**config.mk**
```make
export PLATFORM = sky130hd
export DESIGN_NAME = mem_access_controller
export DESIGN_NICKNAME = d
export VERILOG_FILES = /design/src/rtl/mem_access_controller.sv
export SDC_FILE = /design/constraint.sdc
export NUM_CORES = 1
export LEC_CHECK = 0
export BUFFER_PORTS_ARGS = -buffer_cell sky130_fd_sc_hd__buf_2
export CAP_MARGIN = 20
export CORE_MARGIN = 2
export CORE_UTILIZATION = 46
export DETAILED_ROUTE_END_ITERATION = 8
export PLACE_DENSITY = 0.89
export SETUP_SLACK_MARGIN = 0.3
export SLEW_MARGIN = 20
export SYNTH_ARGS = -nofsm -noshare
export SYNTH_HDL_FRONTEND = slang
export SYNTH_SLANG_ARGS = --single-unit
```
**constraint.sdc**
```tcl
create_clock -name clk -period 2.4 [get_ports clk]
set_input_delay 0.12 -clock clk [delete_from_list [all_inputs] [get_ports clk]]
set_output_delay 0.12 -clock clk [all_outputs]
set_load 0.005 [all_outputs]
```
**src/rtl/mem_access_controller.sv**
```systemverilog
`default_nettype none
// ---------------------------------------------------------------------------
// mem_access_controller : program-load / instruction-fetch sequencer. Rev 1.0
// ---------------------------------------------------------------------------
module mem_access_controller #(
  parameter int               DW        = 32,
  parameter int               ADDR_STEP = 4,
  parameter logic [DW-1:0]    BASE_ADDR = '0,
  parameter int               CNT_W     = 8
) (
  input  logic             clk,
  input  logic             reset,
  input  logic             load_start_i,
  input  logic [CNT_W-1:0] load_count_i,
  input  logic [DW-1:0]    load_data_i,
  input  logic             load_valid_i,
  output logic             load_ready_o,
  input  logic             fetch_en_i,
  input  logic             branch_i,
  input  logic [DW-1:0]    branch_target_i,
  output logic [DW-1:0]    instr_o,
  output logic             instr_valid_o,
  input  logic             instr_ready_i,
  output logic             busy_o,
  output logic             Write_Enable_o,
  output logic [DW-1:0]    Write_Data_o,
  output logic [DW-1:0]    Address_o,
  input  logic [DW-1:0]    Instruction_i
);

  localparam logic [1:0]       c_IDLE  = 2'd0;
  localparam logic [1:0]       c_LOAD  = 2'd1;
  localparam logic [1:0]       c_FETCH = 2'd2;
  localparam logic [DW-1:0]    c_step  = DW'(ADDR_STEP);
  localparam logic [CNT_W-1:0] c_one   = CNT_W'(1);

  logic [1:0]       r_state;
  logic [DW-1:0]    r_pc;
  logic [DW-1:0]    r_load_addr;
  logic [CNT_W-1:0] r_remaining;
  logic [DW-1:0]    r_instr;
  logic             r_instr_valid;

  logic w_in_load;
  logic w_accept;

  assign w_in_load      = (r_state == c_LOAD);
  assign w_accept       = w_in_load & load_valid_i;
  assign load_ready_o   = w_in_load;
  assign Write_Enable_o = w_accept;
  assign Write_Data_o   = load_data_i;
  assign Address_o      = w_in_load ? r_load_addr : r_pc;
  assign busy_o         = (r_state != c_IDLE);
  assign instr_o        = r_instr;
  assign instr_valid_o  = r_instr_valid;

  always_ff @(posedge clk or negedge reset) begin
    if (!reset) begin
      r_state       <= c_IDLE;
      r_pc          <= BASE_ADDR;
      r_load_addr   <= BASE_ADDR;
      r_remaining   <= '0;
      r_instr       <= '0;
      r_instr_valid <= 1'b0;
    end else begin
      case (r_state)
        c_IDLE: begin
          if (branch_i)
            r_pc <= branch_target_i;
          if (load_start_i && (load_count_i != '0)) begin
            r_state     <= c_LOAD;
            r_remaining <= load_count_i;
            r_load_addr <= BASE_ADDR;
          end else if (fetch_en_i) begin
            r_state <= c_FETCH;
          end
        end
        c_LOAD: begin
          if (w_accept) begin
            r_load_addr <= r_load_addr + c_step;
            if (r_remaining != '0)
              r_remaining <= r_remaining - c_one;
            // Last word of the burst: return to IDLE ready to fetch from the start.
            if (r_remaining == c_one) begin
              r_state <= c_IDLE;
              r_pc    <= BASE_ADDR;
            end
          end
        end
        c_FETCH: begin
          if (!fetch_en_i) begin
            r_state       <= c_IDLE;
            r_instr_valid <= 1'b0;
          end else if (branch_i) begin
            r_pc          <= branch_target_i;
            r_instr_valid <= 1'b0;
          end else if (!r_instr_valid || instr_ready_i) begin
            r_instr       <= Instruction_i;
            r_instr_valid <= 1'b1;
            r_pc          <= r_pc + c_step;
          end
        end
        default: r_state <= c_IDLE;
      endcase
    end
  end

endmodule
`default_nettype wire
```
==> impl_metrics.csv, run 1 <==
group,metric,value,unit
run_status,outcome,"complete, no violations",
global_route,grt_overflow,0,
global_route,grt_use_total,0.260,
floorplan,core.rowCount,42,
worst_setup_path,critPathKind,"reg -> reg",
sta,post-route-period-util,0.964,
sta,skew,8.40,ps
logic_synthesis,async_flop_share,1.00,
sta,period_needed,2310,ps
clock_tree,htreeDepth,3,
floorplan,die_y,121,um
logic_synthesis,yosys.area.top_type,"dfrtp_1",
sta,rsz0062_at_grt,"yes",
sta,maxSlewHeadroom,0.638,
logic_synthesis,synth.area.top_cells,"dfrtp_1, mux2_2, buf_4",
logic_synthesis,synth.avg_cell_area,9.24,um2
worst_setup_path,critPathRequiredTime,2620,ps
global_route,grt_max_degree,53,
global_route,antenna_found_initial,0,
cells_and_area,fillers,1020,
drt,viasPerCell,6.38,
drt,drt_iter0_markers,982,
clock_tree,clkSlewWorstSetupHoldPaths,70,ps
power,leakage,0.00361,uW
clock_tree,insertion_delay,360,ps
floorplan,initial_core_util,0.473,
worst_setup_path,startpoint_type,"flop",
logic_synthesis,synth.most_common_cell,"dfrtp_1",
drt,first_pass_iters,6,
worst_setup_path,cp_max_fo,8,
worst_setup_path,endpoint_kind,"flop",
cells_and_area,antennaDiodeCount,0,
clock_tree,cts_made_buffers,9,
drt,routedWlPerCell,20.6,um
placement,port_buffers,146,
sta,finalMaxSlewViolations,0,
drt,vias,6510,
drt,drtAntennaViolNets,0,
power,max-vdd-ir-drop,0.471,mV
logic_synthesis,synth_cells,681,
global_route,grt_pass1_vias,5961,
floorplan,die-width,121,um
placement,placed_area,0.00717,mm2
cells_and_area,area_growth,29.3,%
clock_tree,clock-root-buffer,"clkbuf_16",
clock_tree,cts_tree,"built",
cells_and_area,design_area,0.00813,mm2
worst_setup_path,arrival,2540,ps
sta,worst_pin_slew,542,ps
sta,tns,0,ps
power,power_density,1150,mW/mm2
global_route,grt_pass1_wl,30.1,mm
logic_synthesis,synth_edf_count,0,
logic_synthesis,yosys.area.top_type_share,0.418,
logic_synthesis,synth.cell_area,0.00629,mm2
floorplan,dieArea,0.0146,mm2
logic_synthesis,synth_nets,800,
drt,drt_wl_total,21.0,mm
logic_synthesis,yosysSeqAreaShare,0.418,
logic_synthesis,yosys_warnings,0,
sta,finalHoldViolCount,0,
placement,gp_congestion,0.926,
cells_and_area,drive_above_1_share,0.398,
logic_synthesis,ys_ff_latch,105,
clock_tree,clock_sinks,105,
placement,post-dp-hpwl,12.9,mm
drt,drc,0,
cells_and_area,nNetsFinal,959,
job,maxCapViolCount,0,
logic_synthesis,synth_commonest_cells,"dfrtp_1, nand2_1, mux2_2, nor2_1, a21oi_1",
sta,setup_viol,0,
min_path,hold_class,"in -> reg",
logic_synthesis,ys_types,62,
logic_synthesis,synthFlopType,"dfrtp_1",
clock_tree,cts_max_path_buffers,2,
floorplan,core_area,0.0133,mm2
sta,clock.fmax,432,MHz
floorplan,io_pins,211,
-- routing by layer --
layer | track usage | up-vias | part of all wire
li1 | - | 2789 | -
met1 | 0.340 | 3049 | 0.37
met5 | 0 | - | 0
met2 | 0.397 | 513 | 0.46
met3 | 0.0550 | 159 | 0.11
met4 | 0.150 | 0 | 0.066
-- final cells by class --
type,instances,area (um2),share of cell area
multi-input combinational,485,3430,0.422
sequential,105,2640,0.324
timing repair buffer,217,1430,0.176
clock buffer,12,256,0.0315
tap,176,220,0.0271
inverter,22,82.6,0.0102
clock inverter,4,75.1,0.00923
-- path summary, 6_finish.rpt --
kind / from / slack (ps) / end / cells past startpoint
max in group asynchronous: reset / 1420 / r_state[0] / 3
min in group asynchronous: reset / 260 / r_pc[11] / 2
hold / removal: Instruction_i[18] / 0.6 / instr_o[18] / 2
hold reg to reg: instr_o[19] / 500 / instr_o[19] / 1
setup / recovery: r_remaining[5] / 90 / r_pc[12] / 6
setup reg to reg: r_remaining[5] / 90 / r_pc[12] / 6
-- timing repair --
action,CTS,global route
pin swaps,4,25
hold endpoints to repair,47,0
cloned,1,3
buffers inserted,8,6
hold buffers,18,0
setup endpoints to repair,60,47
resized for setup,19,58
-- cells in the final DEF, fill, tap and decap left out, types with 9 or more instances in the layout --
master and count:
buf_2 146, dfrtp_1 99, nand2_1 58, mux2_2 53
nor2_1 43, buf_4 40, o21ai_1 35, a21oi_1 31
o21ai_0 23, nand3_1 22, nand4_1 20, inv_1 19
dlygate4sd3_1 18, nor3_1 14, a21oi_2 11, clkbuf_16 11
o21ai_2 10, and2_1 9
-- state kept, by name, indices dropped and copies added, names as in the netlist --
| name | flops |
|---|---|
| r_pc | 32 |
| r_state | 2 |
| instr_valid_o | 1 |
| instr_o | 32 |
| r_remaining | 8 |
| r_load_addr | 30 |
-- where the power goes --
part / leakage, uW / switching [uW] / internal (uW)
combinational: 0.00211 / 2490 / 2210
sequential: 0.00134 / 622 / 2380
clock: 0.000155 / 673 / 972
-- stage by stage --
step	hold WS (ps)	instances	setup WS [ps]	util	total power, uW
floorplan	-176	681	191	-	5380
global placement	100	969	86.8	0.539	6670
detailed placement	95.3	969	38.8	0.539	6840
CTS	0.285	1012	187	0.587	8700
global route	1.74	1021	55.7	0.612	9830
finish	0.596	1021	85.9	0.612	9350
-- worst max-delay path, cell delays in order, from the launching register on --
cell and delay (ps):
dfrtp_1 380, or4_4 540, o41a_1 360, or3_4 480
buf_12 180, a21oi_2 130, o22ai_1 110
-- kinds of logic after synthesis --
logic type | Yosys count | share of synthesized area
fa+ha+maj | 8 | 0.0159
flops | 105 | 0.418
compound gates | 182 | 0.184
mux | 59 | 0.105
xor+xnor | 13 | 0.0181
simple gates | 222 | 0.178
buf+inv | 92 | 0.0816
Power figures use the tool's default switching activity.
==> inputs of run 2 (changes only) <==
--- a/config.mk
+++ b/config.mk
@@ -11,7 +11,7 @@
 export CORE_UTILIZATION = 46
 export DETAILED_ROUTE_END_ITERATION = 8
 export PLACE_DENSITY = 0.89
-export SETUP_SLACK_MARGIN = 0.3
+export SETUP_SLACK_MARGIN = 0.15
 export SLEW_MARGIN = 20
 export SYNTH_ARGS = -nofsm -noshare
 export SYNTH_HDL_FRONTEND = slang
==> constraint.sdc (replaced) <==
create_clock -name clk -period 2.4 [get_ports clk]
set_input_delay 0.48 -clock clk [delete_from_list [all_inputs] [get_ports clk]]
set_output_delay 0.48 -clock clk [all_outputs]
set_load 0.005 [all_outputs]
==> run 2 against run 1 <==
  * Via count fell by 4.3%
  * Clock-buffer cell count is 3 lower
  * Core utilization decreased by 2.8 points
  * Final cell count down 2.2%
  * Worst hold slack better by 120 ps
  * Die area unchanged
  * Clock power up 2%
  * Register-to-register slack better by 30 ps
  * Setup slack gained 28 ps
  * Clock skew increased by 0.66 ps
  * Sequential share of layout area is 1.5 points higher
==> impl_metrics.csv, run 2 (synthesized netlist as in run 1, its figures left out) <==
group,metric,value,unit
run_status,outcome,"complete, no violations",
sta,finalHoldViolCount,0,
global_route,grt_use_total,0.257,
clock_tree,cts_made_buffers,9,
floorplan,die_y,121,um
sta,tns,0,ps
cells_and_area,final_cell_mix,"buf_2, dfrtp_1, nand2_1, mux2_2, nor2_1",
floorplan,core.rowCount,42,
global_route,grt_max_degree,43,
global_route,grt_pass1_wl,29.8,mm
worst_setup_path,worst-r2r-setup-slack,120,ps
sta,maxSlewHeadroom,0.565,
floorplan,core_area,0.0133,mm2
cells_and_area,regArea,0.00263,mm2
clock_tree,clkSlewWorstSetupHoldPaths,80,ps
sta,setup_ws,114,ps
worst_setup_path,critPathKind,"reg -> out",
power,internal_power,5450,uW
worst_setup_path,startpoint_type,"flop",
power,power.share.switching,0.404,
min_path,hold_class,"in -> async",
worst_setup_path,cp_max_fo,10,
cells_and_area,nNetsFinal,936,
global_route,grt_overflow,0,
clock_tree,cts_max_path_buffers,2,
clock_tree,htreeDepth,3,
power,power_density,1180,mW/mm2
power,leakage,0.00349,uW
drt,drc,0,
power,p_sw,3700,uW
worst_setup_path,critPathRequiredTime,1920,ps
clock_tree,insertion_delay,360,ps
cells_and_area,multiInputGateArea,0.00326,mm2
drt,drt_iter0_markers,847,
drt,routedWlPerCell,19.8,um
worst_setup_path,arrival,1810,ps
drt,drtAntennaViolNets,0,
cells_and_area,fillers,1052,
sta,post-route-period-util,0.952,
clock_tree,clock_sinks,105,
sta,worst_pin_slew,646,ps
clock_tree,clock-root-buffer,"clkbuf_16",
power,seq_power_share,0.331,
clock_tree,holdBufCountCts,0,
worst_setup_path,endpoint_kind,"output pin",
placement,place_inst,969,
floorplan,die-width,121,um
job,maxCapViolCount,0,
sta,finalMaxSlewViolations,0,
power,max-vdd-ir-drop,0.644,mV
sta,skew,9.07,ps
placement,port_buffers,146,
drt,first_pass_iters,6,
floorplan,io_pins,211,
placement,dp_slack,15.9,ps
sta,setup_viol,0,
floorplan,initial_core_util,0.473,
power,clkPwrFrac,0.183,
sta,clock.fmax,438,MHz
floorplan,dieArea,0.0146,mm2
global_route,antenna_found_initial,2,
drt,vias,6230,
power,power_frac_comb,0.485,
placement,post-dp-hpwl,12.9,mm
cells_and_area,area_growth,23.4,%
sta,rsz0062_at_grt,"yes",
drt,viasPerCell,6.24,
clock_tree,cts_tree,"built",
cells_and_area,final_cell_count_no_fill,999,
cells_and_area,drive_above_1_share,0.360,
drt,drt_wl_total,19.8,mm
global_route,grt_pass1_vias,5822,
placement,gp_congestion,0.926,
sta,period_needed,2290,ps
cells_and_area,final_common_cell,"buf_2",
==> run 2: power by group through the flow <==
stage          clock, uW  sequential (uW)  combinational (uW)
6_report            1680             3030                4440
5_1_grt             1760             3080                4750
4_1_cts             1680             2960                4050
3_5_place_dp           0             2980                3710
3_3_place_gp           0             2940                3590
2_1_floorplan          0             2830                2510
==> run 2: critical path, cell delays in order (launching register included) <==
cell and delay, ps:
dfrtp_1 400, inv_2 80, ha_4 260, buf_6 180
mux2_2 370, buf_2 140
==> run 2: cell type report <==
cell class              instances  share of cell area
clock inverters                 7              0.0140
clock buffers                   9              0.0290
repair buffers                195               0.160
diodes                          1            0.000322
well taps                     176              0.0284
flip-flops and latches        105               0.339
multi-input cells             484               0.419
inverters                      22              0.0106
==> run 2: through the flow <==
stage	cell area [um2]	hold WS, ps	utilization	power [uW]
3_3_place_gp	7110	455	0.535	6540
3_5_place_dp	7110	463	0.535	6680
6_report	7760	116	0.584	9140
2_1_floorplan	6290	184	-	5340
4_1_cts	7580	142	0.570	8680
5_1_grt	7760	173	0.584	9590
==> run 2: final timing paths <==
kind                                   from      endpoint  depth (start not counted)
setup / recovery                 r_state[1]  Address_o[2]                          5
hold / removal                        reset      r_pc[26]                          1
setup reg to reg                 r_state[0]      r_pc[15]                          7
hold reg to reg                     r_pc[0]       r_pc[0]                          2
max in group asynchronous             reset    r_state[0]                          2
min in group clk           Instruction_i[5]    instr_o[5]                          2
==> run 2: metal layers <==
metal,part of all wire,global-route usage
met5,0.00056,0
met4,0.055,0.126
met3,0.11,0.0620
met2,0.49,0.426
met1,0.35,0.314
==> run 2: what timing repair did <==
action                     4_1_cts  5_1_grt
gates resized for setup         16       21
buffers inserted                 5        4
gates cloned                     1        3
setup endpoints to repair       58       60
pin swaps                        2        4
